File: src/rtl/riscv_trace_buffer.sv
// Instruction-retirement trace buffer for the sequential RISC-V core.
// Snoops the commit point and records one entry per retired instruction
// (PC, instruction word, rd, RegWrite, writeback data, serial number).
// A session is started by arm, can wait for a PC trigger, and ends by halt
// or, in stop-on-full mode, by filling the buffer. Entries are drained
// oldest-first through a valid/ready port once the session is DONE.
module riscv_trace_buffer #(
  parameter int XLEN  = 64,
  parameter int DEPTH = 16,
  parameter int MODE  = 0
) (
  input  logic                     clk,
  input  logic                     reset,
  input  logic                     commit_valid,
  input  logic [XLEN-1:0]          commit_pc,
  input  logic [31:0]              commit_instr,
  input  logic [4:0]               commit_rd,
  input  logic                     commit_we,
  input  logic [XLEN-1:0]          commit_wdata,
  input  logic                     arm,
  input  logic                     halt,
  input  logic                     trig_en,
  input  logic [XLEN-1:0]          trig_pc,
  input  logic                     rd_ready,
  output logic                     rd_valid,
  output logic [XLEN-1:0]          rd_pc,
  output logic [31:0]              rd_instr,
  output logic [4:0]               rd_rd,
  output logic                     rd_we,
  output logic [XLEN-1:0]          rd_wdata,
  output logic [31:0]              rd_seq,
  output logic [$clog2(DEPTH):0]   count,
  output logic [1:0]               state,
  output logic                     overflow
);

  localparam int AW = $clog2(DEPTH);
  localparam int CW = AW + 1;
  localparam logic [CW-1:0] CNT_FULL   = CW'(DEPTH);
  localparam logic [CW-1:0] CNT_ALMOST = CW'(DEPTH - 1);
  localparam logic [CW-1:0] CNT_ONE    = CW'(1);
  localparam logic [AW-1:0] PTR_ONE    = AW'(1);

  typedef enum logic [1:0] {
    ST_IDLE = 2'b00,
    ST_WAIT = 2'b01,
    ST_CAPT = 2'b10,
    ST_DONE = 2'b11
  } state_e;

  state_e          state_q, state_d;
  logic [AW-1:0]   wr_ptr_q, wr_ptr_d;
  logic [AW-1:0]   rd_ptr_q, rd_ptr_d;
  logic [CW-1:0]   count_q, count_d;
  logic [31:0]     seq_q, seq_d;
  logic            overflow_q, overflow_d;
  logic            wr_en_s;

  // Entry storage; contents are only ever observed after being written.
  logic [XLEN-1:0] pc_mem    [DEPTH];
  logic [31:0]     instr_mem [DEPTH];
  logic [4:0]      rd_mem    [DEPTH];
  logic            we_mem    [DEPTH];
  logic [XLEN-1:0] wdata_mem [DEPTH];
  logic [31:0]     seq_mem   [DEPTH];

  // Next-state logic: arm overrides everything, then per-state behaviour.
  always_comb begin
    state_d    = state_q;
    wr_ptr_d   = wr_ptr_q;
    rd_ptr_d   = rd_ptr_q;
    count_d    = count_q;
    seq_d      = seq_q;
    overflow_d = overflow_q;
    wr_en_s    = 1'b0;
    if (arm) begin
      wr_ptr_d   = '0;
      rd_ptr_d   = '0;
      count_d    = '0;
      seq_d      = 32'd0;
      overflow_d = 1'b0;
      state_d    = trig_en ? ST_WAIT : ST_CAPT;
    end else begin
      case (state_q)
        ST_IDLE: begin
          state_d = ST_IDLE;
        end
        ST_WAIT: begin
          if (halt) begin
            // Session ended before the trigger fired: nothing captured.
            state_d = ST_DONE;
            count_d = '0;
          end else if (commit_valid) begin
            seq_d = seq_q + 32'd1;
            if (commit_pc == trig_pc) begin
              wr_en_s  = 1'b1;
              wr_ptr_d = wr_ptr_q + PTR_ONE;
              count_d  = count_q + CNT_ONE;
              state_d  = ST_CAPT;
            end else begin
              state_d = ST_WAIT;
            end
          end else begin
            state_d = ST_WAIT;
          end
        end
        ST_CAPT: begin
          if (commit_valid && !(MODE == 1 && count_q == CNT_FULL)) begin
            seq_d    = seq_q + 32'd1;
            wr_en_s  = 1'b1;
            wr_ptr_d = wr_ptr_q + PTR_ONE;
            if (count_q == CNT_FULL) begin
              // Wrap mode: newest entry replaces the oldest one.
              rd_ptr_d   = rd_ptr_q + PTR_ONE;
              overflow_d = 1'b1;
            end else begin
              count_d = count_q + CNT_ONE;
            end
            if (MODE == 1 && count_q == CNT_ALMOST) begin
              state_d = ST_DONE;
            end else begin
              state_d = ST_CAPT;
            end
          end else begin
            state_d = ST_CAPT;
          end
          if (halt) begin
            state_d = ST_DONE;
          end else begin
            state_d = state_d;
          end
        end
        ST_DONE: begin
          if (rd_valid && rd_ready) begin
            rd_ptr_d = rd_ptr_q + PTR_ONE;
            count_d  = count_q - CNT_ONE;
          end else begin
            count_d = count_q;
          end
        end
        default: begin
          state_d = ST_IDLE;
        end
      endcase
    end
  end

  // Control registers with asynchronous active-low reset.
  always_ff @(posedge clk or negedge reset) begin
    if (!reset) begin
      state_q    <= ST_IDLE;
      wr_ptr_q   <= '0;
      rd_ptr_q   <= '0;
      count_q    <= '0;
      seq_q      <= 32'd0;
      overflow_q <= 1'b0;
    end else begin
      state_q    <= state_d;
      wr_ptr_q   <= wr_ptr_d;
      rd_ptr_q   <= rd_ptr_d;
      count_q    <= count_d;
      seq_q      <= seq_d;
      overflow_q <= overflow_d;
    end
  end

  // Entry write port; the stored serial number is the pre-increment value.
  always_ff @(posedge clk) begin
    if (wr_en_s) begin
      pc_mem[wr_ptr_q]    <= commit_pc;
      instr_mem[wr_ptr_q] <= commit_instr;
      rd_mem[wr_ptr_q]    <= commit_rd;
      we_mem[wr_ptr_q]    <= commit_we;
      wdata_mem[wr_ptr_q] <= commit_wdata;
      seq_mem[wr_ptr_q]   <= seq_q;
    end
  end

  // Readout presents the oldest entry; fields read as zero when not valid.
  always_comb begin
    rd_valid = (state_q == ST_DONE) && (count_q != '0);
    if (rd_valid) begin
      rd_pc    = pc_mem[rd_ptr_q];
      rd_instr = instr_mem[rd_ptr_q];
      rd_rd    = rd_mem[rd_ptr_q];
      rd_we    = we_mem[rd_ptr_q];
      rd_wdata = wdata_mem[rd_ptr_q];
      rd_seq   = seq_mem[rd_ptr_q];
    end else begin
      rd_pc    = '0;
      rd_instr = 32'd0;
      rd_rd    = 5'd0;
      rd_we    = 1'b0;
      rd_wdata = '0;
      rd_seq   = 32'd0;
    end
  end

  assign count    = count_q;
  assign state    = state_q;
  assign overflow = overflow_q;

endmodule

File: config.mk
export PLATFORM = sky130hd
export DESIGN_NAME = riscv_trace_buffer
export DESIGN_NICKNAME = d
export VERILOG_FILES = /design/src/rtl/riscv_trace_buffer.sv
export SDC_FILE = /design/constraint.sdc
export NUM_CORES = 2
export LEC_CHECK = 0
export BUFFER_PORTS_ARGS = -buffer_cell sky130_fd_sc_hd__buf_2
export CAP_MARGIN = 20
export CELL_PAD_IN_SITES_DETAIL_PLACEMENT = 2
export CELL_PAD_IN_SITES_GLOBAL_PLACEMENT = 2
export CORE_ASPECT_RATIO = 0.5
export CORE_MARGIN = 3
export CORE_UTILIZATION = 45
export DETAILED_ROUTE_END_ITERATION = 12
export HOLD_SLACK_MARGIN = 0.12
export PLACE_DENSITY = 0.83
export SLEW_MARGIN = 20
export SYNTH_ARGS = -nofsm -noshare
export SYNTH_HDL_FRONTEND = slang
export SYNTH_SLANG_ARGS = --single-unit
File: constraint.sdc
create_clock -name clk -period 13.7 [get_ports clk]
set_input_delay 4.11 -clock clk [delete_from_list [all_inputs] [get_ports clk]]
set_output_delay 4.11 -clock clk [all_outputs]
set_load 0.01 [all_outputs]
==> results_dict.tcl, run 1 <==
set metrics [dict create \
    outcome "stopped before the end" \
    failed_stage "clock tree synthesis (4_1_cts)" \
    error "[ERROR DPL-0033] detailed placement checks failed during check placement." \
    synth_nets 5265 \
    synthMuxAreaShare_pct 18.1 \
    synthAdderAreaFrac_pct 0.132 \
    die_x_um 746 \
    die_h_um 376 \
    post_cts_buffers 0 \
    hold_buffers 0 \
    place_congestion 0.820 \
    cts_buffer_depth 4 \
    synth-main-ff-cell "edfxtp_1" \
    cts.sinks 3216 \
    synth.area.top_cells "edfxtp_1 (77%), mux4_2 (18%), and2_1 (1.0%)" \
    dp_cells 8924 \
    synth_top_family_by_area "multiplexers" \
    synth_compound_area_share_pct 0.316 \
    clock-root-buffer "clkbuf_16" \
    ctsResizeCount 0 \
    yosysUniqueCellTypes 59 \
    cts_buffers 294 \
    synth_xor_area_share_pct 0.583 \
    initial_core_util_pct 45.4 \
    synth_edf_count 3168 \
    hpwl_mm 290 \
    async_flop_share_pct 1.49 \
    synth_largest_area_cell "edfxtp_1" \
    yosysSeqAreaShare_pct 78.1 \
    yosys.area.top_type_share_pct 77.2 \
    syn_area_um2 123000 \
    rows 135 \
    syn_avg_cell_area_um2 24.6 \
    portBuffers 443 \
    num_io_pins 444 \
    syn_inst 5015 \
    htreeDepth 5 \
    synth_warnings 0 \
    synth_simple_gate_area_share_pct 1.79 \
    synth-seq-cells 3216 \
]
==> per-stage QoR <==
step | setup WS [ps] | setup TNS [ps] | hold WS (ps) | utilization (%) | area (um^2)
floorplan | -981 | -2288840 | 529 | - | 123000
global placement | 4090 | 0 | 486 | 47.9 | 130000
detailed placement | 3110 | 0 | 563 | 47.9 | 130000
==> synth_stat cells, drive strengths merged (7+ instances only) <==
library cell / n
nand3: 20
and3: 7
nor3: 7
and2: 204
a21oi: 12
nor4: 9
nor2: 56
dfrtp: 48
clkbuf: 176
mux4: 990
buf: 76
edfxtp: 3168
nand4: 15
o21ai: 10
nand2: 19
xor2: 26
ha: 13
xnor2: 56
nor2b: 13
inv: 22
==> kinds of logic after synthesis <==
group / after synthesis
flip-flops: 3216
buffers and inverters: 275
AO/OA/AOI/OAI: 54
XOR/XNOR: 82
adder cells (fa/ha/maj): 13
AND/OR/NAND/NOR: 379
multiplexers: 996
==> run 2, diff against run 1 <==
- CELL_PAD_IN_SITES_DETAIL_PLACEMENT: 2 -> unset
- CELL_PAD_IN_SITES_GLOBAL_PLACEMENT: 2 -> unset
- CORE_ASPECT_RATIO: 0.5 -> unset
- CORE_UTILIZATION: 45 -> 30
- HOLD_SLACK_MARGIN: 0.12 -> unset
- PLACE_DENSITY: 0.83 -> unset
- PLACE_DENSITY_LB_ADDON: unset -> 0.15
==> run 2 against run 1 <==
The run now ends clean. Synthesized cell count is the same. Synthesized area unchanged.
==> results_dict.tcl, run 2 <==
set metrics [dict create \
    cts_buffer_depth 4 \
    syn_avg_cell_area_um2 24.6 \
    totalWireLength_mm 341 \
    yosysUniqueCellTypes 59 \
    die_x_um 647 \
    p_leak_nw 43.7 \
    total_power_mw 24.5 \
    rows 234 \
    fin_area_um2 144000 \
    grt_pass1_wl_mm 479 \
    avgViaCountPerCell 4.89 \
    hold_viol 0 \
    route.detailed.drc 0 \
    slew_headroom_pct 24.7 \
    cts_tree "built" \
    finalNonFillerCells 11400 \
    grt_max_degree 153 \
    cts_buffers 362 \
    portBuffers 443 \
    crit_path_start_kind "register" \
    hold_buffers 0 \
    grt_use_met1_pct 21.9 \
    grt_setup_unrepaired "no" \
    die_area_um2 419000 \
    wire_per_inst_um 29.9 \
    antenna_found_initial 73 \
    fmax_ghz 0.111 \
    cts.sinks 3216 \
    synth_largest_area_cell "edfxtp_1" \
    outcome "complete, no violations" \
    post_cts_buffers 0 \
    reg_top3 "pc_mem x1024, wdata_mem x1024" \
    drt_iter0_markers 4396 \
    clk_pin_slew_ps 60 \
    async_flop_share_pct 1.49 \
    tightest_slew_ps 1130 \
    clk_latency_ps 940 \
    min_path_type "reg -> reg" \
    period_share_pct 66.0 \
    setup-violations-final 0 \
    grt.overflow.total 0 \
    clock-root-buffer "clkbuf_16" \
    ant_nets 0 \
    grt_most_used_layer "met2" \
    num_io_pins 444 \
    yosysSeqAreaShare_pct 78.1 \
    dp_cells 10700 \
    final_nets 5924 \
    critPathArrivalTime_ps 4930 \
    endpoint_kind "output pin" \
    synth-main-ff-cell "edfxtp_1" \
    grtUsageMet2_pct 27.0 \
    core_region_area_um2 408000 \
    hpwl_mm 179 \
    synth_nets 5265 \
    detailedRoute.firstPassIterationCount 6 \
    syn_area_um2 123000 \
    critical_path_class "reg -> out" \
    fin_crit_ps 9040 \
    multi_input_area_um2 26000 \
    vias 55900 \
    htreeDepth 5 \
    final_common_cell "edfxtp_1" \
    path_max_fanout 97 \
    fin_tns_setup_ps 0 \
    synth_edf_count 3168 \
    power_density_nw_per_um2 170 \
    grtUsageMet3_pct 2.51 \
    syn_inst 5015 \
    slew_violations 0 \
    yosysMostFrequentCell "edfxtp_1" \
    grtUsageTotal_pct 16.1 \
    first_global_vias 59800 \
    synth.area.top_cells "edfxtp_1 (77%), mux4_2 (18%), and2_1 (1.0%)" \
    ctsResizeCount 0 \
    place_congestion 0.707 \
    die_h_um 647 \
    place_area_um2 133000 \
    fill_cells 37500 \
    area_growth_pct 16.9 \
    synth-seq-cells 3216 \
    ir_worst_vdd_mv 0.138 \
    clock_skew_ps 45.1 \
    final-seq-area_um2 96300 \
    crit_required_ps 9590 \
    initial_core_util_pct 30.2 \
    drive_gt1_share_pct 34.7 \
    synth_warnings 0 \
    final_cell_mix "edfxtp_1 (3,168), mux4_2 (990), buf_2 (443), clkbuf_16 (367), and2_1 (199)" \
    yosys.area.top_type_share_pct 77.2 \
    max_cap_violations 0 \
    synth_commonest_cells "edfxtp_1 (3,168), mux4_2 (990), and2_1 (204)" \
]
-- run 2: final timing paths --
kind                                    end  cells after the start  slack, ps   startpoint
hold / removal                     overflow                      2        500     overflow
setup reg to reg           wdata_mem[8][19]                      7       9360     state[0]
min in group asynchronous          count[3]                      1       3210        reset
setup / recovery               rd_instr[31]                      7       4660  rd_ptr_q[1]
hold reg to reg                    overflow                      2        500     overflow
max in group asynchronous       rd_ptr_q[0]                      1       9830        reset
-- run 2: layer usage --
layer	share of wire (%)	vias up	routed length, um
met1	43	31000	147000
met4	2.6	20	8990
met3	4.7	472	15900
met2	49	1411	169000
met5	0.033	-	114
li1	-	23000	-
-- run 2: logic make-up (layout without fill, tap and decap cells) --
| group | Yosys count | count (layout) | share of synthesized area [%] |
|---|---|---|---|
| other cells | 0 | 20 | 0 |
| flops | 3216 | 3216 | 78.1 |
| buf+inv | 275 | 1229 | 0.910 |
| xor+xnor | 82 | 82 | 0.583 |
| simple gates | 379 | 379 | 1.79 |
| mux | 996 | 996 | 18.1 |
| compound gates | 54 | 54 | 0.316 |
| fa+ha+maj | 13 | 13 | 0.132 |
-- run 2: worst max-delay path: stages, from the launching register on --
cell and delay (ps):
dfrtp_4 880, buf_4 610, buf_12 390, buf_16 530, mux4_2 450, mux4_2 560, and2_1 200, buf_2 140
-- run 2: area by class of cell --
cell class	instances	area share, %
inverters	22	0.0573
diodes	20	0.0347
well taps	5428	4.71
flip-flops and latches	3216	66.9
clock buffers	438	6.59
clock inverters	221	1.33
repair buffers	548	2.37
multi-input cells	1524	18.0
-- run 2: through the flow --
stage               utilization, %  hold WS, ps  worst slack, ps
finish                        35.3          504             4660
global route                  35.3          544             4340
CTS                           35.3          512             4450
detailed placement            32.5          500             3770
global placement              32.5          499             3300
floorplan                        -          529             -981
-- run 2: power breakdown --
group | total [mW] | switching [mW] | internal [mW]
sequential | 10.9 | 0.0867 | 10.8
clock | 9.32 | 3.94 | 5.38
combinational | 4.28 | 2.25 | 2.03
total | 24.5 | 6.27 | 18.3
Power figures use the tool's default switching activity.
